===== config.mk =====
export PLATFORM = sky130hd
export DESIGN_NAME = popcount_pattern_gen
export DESIGN_NICKNAME = d
export VERILOG_FILES = /design/src/rtl/popcount_pattern_gen.sv
export SDC_FILE = /design/constraint.sdc
export NUM_CORES = 1
export LEC_CHECK = 0
export CAP_MARGIN = 20
export CORE_ASPECT_RATIO = 1.1
export CORE_MARGIN = 4
export CORE_UTILIZATION = 47
export CTS_CLUSTER_DIAMETER = 60
export CTS_CLUSTER_SIZE = 8
export DETAILED_ROUTE_END_ITERATION = 8
export GPL_ROUTABILITY_DRIVEN = 1
export PLACE_DENSITY = 0.75
export SETUP_SLACK_MARGIN = 0.3
export SKIP_CTS_REPAIR_TIMING = 1
export SYNTH_ARGS = -nofsm -noshare
export SYNTH_HDL_FRONTEND = slang
export SYNTH_SLANG_ARGS = --single-unit

===== constraint.sdc =====
create_clock -name clk -period 1.95 [get_ports clk]
set_input_delay 0.39 -clock clk [delete_from_list [all_inputs] [get_ports clk]]
set_output_delay 0.39 -clock clk [all_outputs]
set_load 0.02 [all_outputs]

===== src/rtl/popcount_pattern_gen.sv =====
// popcount_pattern_gen
// Accepts a one-hot weight code {v,w,x,y,z} (0..4 ones) and emits every
// 4-bit word with that many ones in ascending order, one per output
// handshake. It is the inverse of the 4-input ones-counter and feeds it
// round-trip stimulus.
//
//   state | meaning
//   ------+----------------------------------------------------------
//   IDLE  | waiting for a weight code; in_ready follows ena
//   RUN   | presenting out_word; advances on each output transfer
module popcount_pattern_gen #(
  parameter bit ERR_STICKY = 1'b0
) (
  input  logic       clk,
  input  logic       reset,
  input  logic       ena,
  input  logic       in_valid,
  output logic       in_ready,
  input  logic [4:0] in_code,
  output logic       out_valid,
  input  logic       out_ready,
  output logic [3:0] out_word,
  output logic [2:0] out_index,
  output logic       out_last,
  output logic       err,
  output logic       busy
);

  typedef enum logic {
    S_IDLE = 1'b0,
    S_RUN  = 1'b1
  } state_t;

  state_t     r_state;
  logic [2:0] r_k;
  logic [3:0] r_word;
  logic [2:0] r_index;
  logic       r_last;
  logic       r_err;

  logic       w_in_fire;
  logic       w_out_fire;
  logic       w_code_ok;
  logic [2:0] w_code_k;
  logic [3:0] w_first_word;
  logic [3:0] w_next_word;

  function automatic logic [2:0] pop4(input logic [3:0] v);
    return {2'b00, v[0]} + {2'b00, v[1]} + {2'b00, v[2]} + {2'b00, v[3]};
  endfunction

  // Largest word of weight k: k ones packed against the MSB.
  function automatic logic [3:0] last_word_of(input logic [2:0] k);
    case (k)
      3'd0:    return 4'b0000;
      3'd1:    return 4'b1000;
      3'd2:    return 4'b1100;
      3'd3:    return 4'b1110;
      default: return 4'b1111;
    endcase
  endfunction

  assign in_ready   = (r_state == S_IDLE) & ena;
  assign out_valid  = (r_state == S_RUN) & ena;
  assign w_in_fire  = in_valid & in_ready;
  assign w_out_fire = out_valid & out_ready;

  assign out_word  = r_word;
  assign out_index = r_index;
  assign out_last  = r_last;
  assign err       = r_err;
  assign busy      = (r_state == S_RUN);

  // Exactly one bit set: nonzero and clearing the lowest set bit leaves zero.
  assign w_code_ok = (in_code != 5'd0) && ((in_code & (in_code - 5'd1)) == 5'd0);

  // Decode the one-hot weight code (v is weight 0, z is weight 4) and the
  // first word of that weight, (1<<k)-1.
  always_comb begin
    w_code_k     = 3'd4;
    w_first_word = 4'b1111;
    case (in_code)
      5'b10000: begin w_code_k = 3'd0; w_first_word = 4'b0000; end
      5'b01000: begin w_code_k = 3'd1; w_first_word = 4'b0001; end
      5'b00100: begin w_code_k = 3'd2; w_first_word = 4'b0011; end
      5'b00010: begin w_code_k = 3'd3; w_first_word = 4'b0111; end
      default:  begin w_code_k = 3'd4; w_first_word = 4'b1111; end
    endcase
  end

  // Smallest word above r_word with the same popcount; scanning downward
  // lets the last match win.
  always_comb begin
    w_next_word = r_word;
    for (int j = 15; j >= 0; j--) begin
      if ((4'(j) > r_word) && (pop4(4'(j)) == r_k)) begin
        w_next_word = 4'(j);
      end
    end
  end

  // Sequencer: loads a weight, walks same-weight words, flags bad codes.
  always_ff @(posedge clk) begin
    if (reset) begin
      r_state <= S_IDLE;
      r_k     <= 3'd0;
      r_word  <= 4'd0;
      r_index <= 3'd0;
      r_last  <= 1'b0;
      r_err   <= 1'b0;
    end else if (ena) begin
      // err pulses once per rejected code; ena=0 holds it, stretching the pulse.
      r_err <= (ERR_STICKY & r_err) | (w_in_fire & ~w_code_ok);
      case (r_state)
        S_IDLE: begin
          if (w_in_fire && w_code_ok) begin
            r_state <= S_RUN;
            r_k     <= w_code_k;
            r_word  <= w_first_word;
            r_index <= 3'd0;
            r_last  <= (w_first_word == last_word_of(w_code_k));
          end
        end
        S_RUN: begin
          if (w_out_fire) begin
            if (r_last) begin
              r_state <= S_IDLE;
            end else begin
              r_word  <= w_next_word;
              r_index <= r_index + 3'd1;
              r_last  <= (w_next_word == last_word_of(r_k));
            end
          end
        end
        default: r_state <= S_IDLE;
      endcase
    end
  end

endmodule

==> results.md, run 1 <==
## Detailed routing
• **aggregate routed wire length** 3690 um
• **Routed Antenna Nets** 0
• **vias after detailed routing** 1,480
• **drt drc** 0
• **number of vias per cell** 6.17
• **violation count after the first detailed-route iteration** 72
• **Initial DRT Pass Iterations** 4
• **average wire per standard cell** 15.4 um

## STA
• **worst-margin pin slew** 0.394 ns
• **highest clock frequency the design can meet** 545 MHz
• **Max Slew Vio Count** 0
• **TNS Setup** 0 ns
• **Period minus WS final** 1.83 ns
• **share of the clock period used by the worst path after layout** 0.940
• **final setup vio count** 0
• **RSZ-0062 raised after global routing** true
• **worst-case headroom to the max-slew limit** 0.735
• **maximum clock skew at final layout** 0.00595 ns
• **Final Hold Slack** 0.480 ns
• **hold violation count in the final report** 0

## Global route
• **largest net degree at the start of global routing** 15
• **Overflow after GRT** 0
• **Tot GR Track Use** 0.199
• **via count of the first global-routing pass** 1,328
• **initial antenna violation count** 0
• **wire length of the first global-routing pass** 5680 um

## Run status
• **status** finished clean

## Synth
• **Avg Synthesized Cell Area** 7.36 sq um
• **sequential share of the synthesized area** 0.211
• **share of flip-flops with an asynchronous set or reset** 0
• **synthesized net count** 179
• **Synthesis Warnings** 0
• **library cell with the largest summed area after synthesis** sky130_fd_sc_hd__dfxtp_1
• **xor/xnor share of the synthesized area** 0.0496
• **Post-synth EDFFs** 0
• **Synth Area in Simple Gates** 0.283
• **Most used DFF post-synth** sky130_fd_sc_hd__dfxtp_1
• **area share of the largest cell type after synthesis** 0.211
• **combinational family with the most area after synthesis** compound AO/OA/AOI/OAI gates
• **number of distinct standard cells referenced by the synthesized netlist** 51
• **top cells by count, synth** sky130_fd_sc_hd__nor2_1 (15), sky130_fd_sc_hd__o21ai_0 (15), sky130_fd_sc_hd__dfxtp_1 (13)
• **mux share of post-synthesis cell area** 0.00810
• **Adder-Cell Fraction of Synth Area** 0.0101
• **top cells by area in the synthesized netlist** sky130_fd_sc_hd__dfxtp_1 (21%), sky130_fd_sc_hd__o21ai_0 (6.1%), sky130_fd_sc_hd__nor2_1 (4.6%), sky130_fd_sc_hd__a21oi_1 (3.6%), sky130_fd_sc_hd__nor2b_1 (3.5%)
• **register bit count reported by yosys** 13
• **area of the mapped netlist** 1240 sq um
• **share of the synthesized area in compound gates (AO/OA/AOI/OAI)** 0.354
• **post-synthesis cell count** 168

## Hold path
• **Hold/Removal Path Class** reg2reg

## Die
• **Die Y-Extent** 61.8 um
• **die area** 3520 sq um
• **CORE AREA** 2520 sq um
• **Top-Level Pins** 22
• **die extent in x** 56.9 um
• **number of placement rows** 19
• **initial standard-cell utilization of the core** 0.491

## CTS
• **clock tree from TritonCTS** done
• **total clock buffers created by CTS** 3
• **Clock transition at path regs** 0.08 ns
• **maximum level of the CTS H-tree** 1
• **insertion delay of the later-clocked pin in the worst-skew pair** 0.29 ns
• **Bufs on Longest Clock Path** 2
• **CTS Root Buffer Type** sky130_fd_sc_hd__clkbuf_4
• **TritonCTS Sinks** 13

## Power
• **Leakage** 0.000867 uW
• **maximum VDD drop** 426 uV
• **Pwr per Cell Area** 363 nW/um^2

## Final layout
• **share of layout cells above drive strength 1** 0.316
• **synthesis-to-layout area growth** 47.1%
• **number of nets in the final layout** 221
• **antenna diode count** 0

## Setup path
• **arrival time of the worst setup path** 2.02 ns
• **startpoint-to-endpoint class of the critical path** in2reg
• **Startpoint Class** input pin
• **Crit. End Element** flop
• **FF-to-FF setup slack** 0.16 ns
• **CP Max Fanout** 7
• **WP data required** 2.13 ns

## Placement
• **buffers added on ports** 21
• **final weighted congestion of routability-driven global placement** 0.904
• **HPWL Detailed** 2630 um

## Job
• **Max Cap Violations** 0

## state kept, by name, indices dropped and copies added (netlist names)
name       flops
busy           1
err            1
out_word       4
r_k            3
out_last       1
out_index      3
## through the flow
stage	power, uW	utilization	instances	worst slack [ns]	cell area [sq um]
2_1_floorplan	395	-	168	0.131	1250
6_report	661	0.721	240	0.117	1820
3_5_place_dp	474	0.635	230	-0.467	1600
5_1_grt	694	0.721	240	0.0127	1820
3_3_place_gp	470	0.635	230	-0.416	1600
4_1_cts	646	0.645	234	-0.171	1630
## layout by cell type, fill, tap and decap left out, drive strengths merged, types with 2 or more instances in the layout
master	instances
xor2	4
o311a	2
and3	2
xnor2	3
dlymetal6s2s	13
o221ai	2
nor4	4
buf	36
inv	5
o2111ai	2
and2	2
nand2b	7
nand3b	2
a2111o	2
nand2	9
clkdlybuf4s50	4
o22a	2
nor2	15
o21ai	17
a21oi	11
a21boi	2
a2bb2oi	2
nor2b	7
clkbuf	4
nand3	7
nor3	4
nor3b	2
dfxtp	13
o21a	3
a32oi	2
o211ai	5
## cell type report
cell class	instances	area (sq um)
multi-input combinational	134	960
timing repair buffer	53	495
fill	203	702
sequential	13	279
clock buffer	4	26.3
inverter	5	18.8
tap	31	38.8
## kinds of logic after synthesis
group | after synthesis
and+or+nand+nor | 65
AOI/OAI and AO/OA | 60
buffers and inverters | 21
DFF | 13
xor gates and xnor gates | 7
muxes | 1
adders and majority gates | 1
## worst max-delay path, cell delays in order
cell	delay (ns)
sky130_fd_sc_hd__buf_8	0.10
sky130_fd_sc_hd__or2b_1	0.25
sky130_fd_sc_hd__a2111o_1	0.48
sky130_fd_sc_hd__a21oi_4	0.27
sky130_fd_sc_hd__o21ai_4	0.12
sky130_fd_sc_hd__buf_4	0.15
sky130_fd_sc_hd__o31ai_1	0.25
## per-layer routing
| layer | share of wire | track usage | vias up |
|---|---|---|---|
| met5 | 0 | 0 | - |
| met4 | 0.018 | 0.0563 | 0 |
| met3 | 0.054 | 0.0351 | 9 |
| met2 | 0.52 | 0.364 | 67 |
| met1 | 0.41 | 0.244 | 698 |
| li1 | - | - | 706 |
## final timing paths
path | from | to | cells past startpoint
worst min-delay path | err$_SDFFE_PP0P_ | err$_SDFFE_PP0P_ | 2
worst max-delay path | in_code[3] | out_word[1]$_SDFFE_PP0P_ | 7
worst max register to register | r_k[0]$_SDFFE_PP0P_ | out_last$_SDFFE_PP0P_ | 7
worst min register to register | err$_SDFFE_PP0P_ | err$_SDFFE_PP0P_ | 2
## power breakdown
group | internal (uW) | switching [uW] | total [uW] | leakage (uW)
sequential | 269 | 14.2 | 284 | 0.000110
combinational | 104 | 99.0 | 203 | 0.000742
clock | 79.6 | 94.6 | 174 | 0.0000150
total | 453 | 208 | 661 | 0.000867
No activity file was read; power rests on OpenSTA's default activity.
==> inputs of run 2 (changes only) <==
--- a/config.mk
+++ b/config.mk
@@ -7,10 +7,10 @@
 export LEC_CHECK = 0
 export CAP_MARGIN = 20
 export CORE_ASPECT_RATIO = 1.1
-export CORE_MARGIN = 4
+export CORE_MARGIN = 2
 export CORE_UTILIZATION = 47
 export CTS_CLUSTER_DIAMETER = 60
-export CTS_CLUSTER_SIZE = 8
+export CTS_CLUSTER_SIZE = 20
 export DETAILED_ROUTE_END_ITERATION = 8
 export GPL_ROUTABILITY_DRIVEN = 1
 export PLACE_DENSITY = 0.75
==> run 2 against run 1 <==
Register-to-register slack gained 0.06 ns. Flip-flop and latch count is the same. Sequential share of layout area shrank 0.23 points. Cell count is the same. Sequential power shrank 1%. Critical path depth is the same. Non-clock buffer count is the same. Fmax grew 2.9%. Combinational power grew 3%.
==> results.md, run 2 (synthesized netlist as in run 1, its figures left out) <==
## Global route
• **Tot GR Track Use** 0.235, was 0.199
• **met3 GRT Util** 0.0232, was 0.0351
• **Overflow after GRT** 0, unchanged
• **wire length of the first global-routing pass** 5580 um, was 5680 um
• **peak-usage layer in the global routing report** met2, unchanged
• **via count of the first global-routing pass** 1,298, was 1,328
• **initial antenna violation count** 0, unchanged
• **largest net degree at the start of global routing** 15, unchanged
• **fraction of met2 tracks used by global routing** 0.400, was 0.364
• **met1 usage in global routing** 0.295, was 0.244

## Power
• **Power, Total** 659 uW, was 661 uW
• **Pwr per Cell Area** 351 nW/um^2, was 363 nW/um^2
• **Leakage** 0.000891 uW, was 0.000867 uW
• **maximum VDD drop** 471 uV, was 426 uV

## Setup path
• **Crit. End Element** flop, unchanged
• **CP max-delay cell** sky130_fd_sc_hd__a2111o_1, unchanged
• **FF-to-FF setup slack** 0.22 ns, was 0.16 ns
• **largest stage delay on the critical path** 0.47 ns, was 0.48 ns
• **Worst Setup SP** in_code[3], unchanged
• **reg-to-reg critical path startpoint** r_k[0]$_SDFFE_PP0P_, unchanged
• **WP data required** 2.16 ns, was 2.13 ns
• **worst reg-to-reg path cell count** 6, was 7
• **worst r2r dst** out_last$_SDFFE_PP0P_, unchanged
• **combined buffer and inverter count along the critical path** 1, was 2
• **worst path cell trace** buf_6 -> or2b_1 -> a2111o_1 -> a21oi_4 -> o21ai_4 -> a221o_1 -> a21oi_2, was buf_8 -> or2b_1 -> a2111o_1 -> a21oi_4 -> o21ai_4 -> buf_4 -> o31ai_1
• **arrival time of the worst setup path** 2.00 ns, was 2.02 ns
• **CP Max Fanout** 6, was 7
• **Startpoint Class** input pin, unchanged
• **dominant delay contributor by cell family on the critical path** compound AO/OA/AOI/OAI gates, unchanged
• **startpoint-to-endpoint class of the critical path** in2reg, unchanged

## STA
• **Max Slew Vio Count** 0, unchanged
• **maximum clock skew at final layout** 0.00441 ns, was 0.00595 ns
• **hold violation count in the final report** 0, unchanged
• **highest clock frequency the design can meet** 561 MHz, was 545 MHz
• **Period minus WS final** 1.78 ns, was 1.83 ns
• **worst-margin pin slew** 0.364 ns, was 0.394 ns
• **final setup vio count** 0, unchanged
• **worst-case headroom to the max-slew limit** 0.755, was 0.735
• **share of the clock period used by the worst path after layout** 0.913, was 0.940
• **RSZ-0062 raised after global routing** true, unchanged

## Detailed routing
• **Initial DRT Pass Iterations** 4, unchanged
• **drt drc** 0, unchanged
• **aggregate routed wire length** 3870 um, was 3690 um
• **vias after detailed routing** 1,468, was 1,480
• **number of vias per cell** 6.12, was 6.17
• **average wire per standard cell** 16.1 um, was 15.4 um
• **Routed Antenna Nets** 0, unchanged
• **violation count after the first detailed-route iteration** 74, was 72

## Final layout
• **summed area of non-filler cells in the final layout** 1880 sq um, was 1820 sq um
• **number of filler instances in the final layout** 167, was 203
• **share of layout cells above drive strength 1** 0.378, was 0.316
• **count of non-filler cells in the finished layout** 240, unchanged
• **antenna diode count** 0, unchanged
• **flip-flop count of the largest register, all copies and words added** 4, unchanged
• **most common cell after layout, fill and taps aside** sky130_fd_sc_hd__buf_4, unchanged
• **number of nets in the final layout** 221, unchanged
• **synthesis-to-layout area growth** 52.0%, was 47.1%
• **utilization after layout** 0.753, was 0.721
• **highest-count cells in the layout ignoring fill and taps** sky130_fd_sc_hd__buf_4 (25), sky130_fd_sc_hd__dlymetal6s2s_1 (13), sky130_fd_sc_hd__nor2_1 (12), sky130_fd_sc_hd__o21ai_0 (12), was sky130_fd_sc_hd__buf_4 (31), sky130_fd_sc_hd__o21ai_0 (13), sky130_fd_sc_hd__dlymetal6s2s_1 (13), sky130_fd_sc_hd__nor2_1 (12), sky130_fd_sc_hd__nand2_1 (8)

## Placement
• **HPWL Detailed** 2500 um, was 2630 um
• **cell count after placement** 225, was 230
• **standard cell area after detailed placement** 1560 sq um, was 1600 sq um
• **buffers added on ports** 21, unchanged
• **final weighted congestion of routability-driven global placement** 0.852, was 0.904

## CTS
• **insertion delay of the later-clocked pin in the worst-skew pair** 0.28 ns, was 0.29 ns
• **total clock buffers created by CTS** 3, unchanged
• **maximum level of the CTS H-tree** 1, unchanged
• **CTS Root Buffer Type** sky130_fd_sc_hd__clkbuf_4, unchanged
• **Clock transition at path regs** 0.08 ns, about the same
• **Bufs on Longest Clock Path** 2, unchanged
• **clock tree from TritonCTS** done, unchanged
• **TritonCTS Sinks** 13, unchanged

## Run status
• **status** finished clean, unchanged

## Die
• **Die Y-Extent** 57.8 um, was 61.8 um
• **Top-Level Pins** 22, unchanged
• **die area** 3060 sq um, was 3520 sq um
• **die extent in x** 52.9 um, was 56.9 um
• **CORE AREA** 2500 sq um, was 2520 sq um
• **number of placement rows** 19, unchanged
• **initial standard-cell utilization of the core** 0.495, was 0.491

## Hold path
• **Worst Hold Endpoint** out_index[1]$_SDFFE_PP0P_, was err$_SDFFE_PP0P_
• **min-delay src** out_index[1]$_SDFFE_PP0P_, was err$_SDFFE_PP0P_
• **Hold/Removal Path Class** reg2reg, unchanged
• **Cells on Worst Hold Path** 2, unchanged

## Job
• **Max Cap Violations** 0, unchanged

==> run 2: metrics by stage <==
step                setup slack, ns  hold slack, ns  setup TNS, ns
detailed placement           -0.429           0.488          -4.59
CTS                          -0.142           0.500          -1.16
floorplan                     0.131           0.548              0
global placement             -0.363           0.475          -4.02
global route                  0.107           0.521              0
finish                        0.169           0.497              0
==> run 2: how the worst max path moves through the flow <==
stage,to,slack [ns],cells after the start
2_1_floorplan,out_last$_SDFFE_PP0P_,0.13,8
3_3_place_gp,out_word[0]$_SDFFE_PP0P_,-0.36,7
3_5_place_dp,out_word[0]$_SDFFE_PP0P_,-0.43,7
4_1_cts,out_word[0]$_SDFFE_PP0P_,-0.14,7
5_1_grt,out_index[0]$_SDFFE_PP0P_,0.11,8
6_report,out_word[0]$_SDFFE_PP0P_,0.17,7
==> run 2: per-layer routing <==
layer / vias to the layer above / routed length [um]
met5: - / 0
met3: 14 / 199
li1: 705 / -
met1: 685 / 1590
met2: 64 / 1990
met4: 0 / 102
==> run 2: cell type report <==
cell class,count,area [sq um],area share
flip-flops and latches,13,284,0.151
clock buffers,4,26.3,0.0140
well taps,31,38.8,0.0206
inverters,5,18.8,0.00999
repair buffers,53,502,0.267
multi-input cells,134,1010,0.537
==> run 2: worst register-to-register path, cell delays in order (launching register included) <==
cell and delay (ns):
sky130_fd_sc_hd__dfxtp_4 0.40, sky130_fd_sc_hd__nor2_1 0.26, sky130_fd_sc_hd__o21ai_0 0.19, sky130_fd_sc_hd__o311a_1 0.15
sky130_fd_sc_hd__o211ai_1 0.27, sky130_fd_sc_hd__o22a_1 0.23, sky130_fd_sc_hd__o221ai_2 0.09
==> run 2: report_power, final <==
| group | switching (uW) | internal [uW] | total (uW) | leakage [uW] |
|---|---|---|---|---|
| Clock | 90.4 | 79.4 | 170 | 0.0000150 |
| Sequential | 13.1 | 267 | 280 | 0.000110 |
| Combinational | 107 | 103 | 210 | 0.000765 |
| Total | 210 | 449 | 659 | 0.000891 |
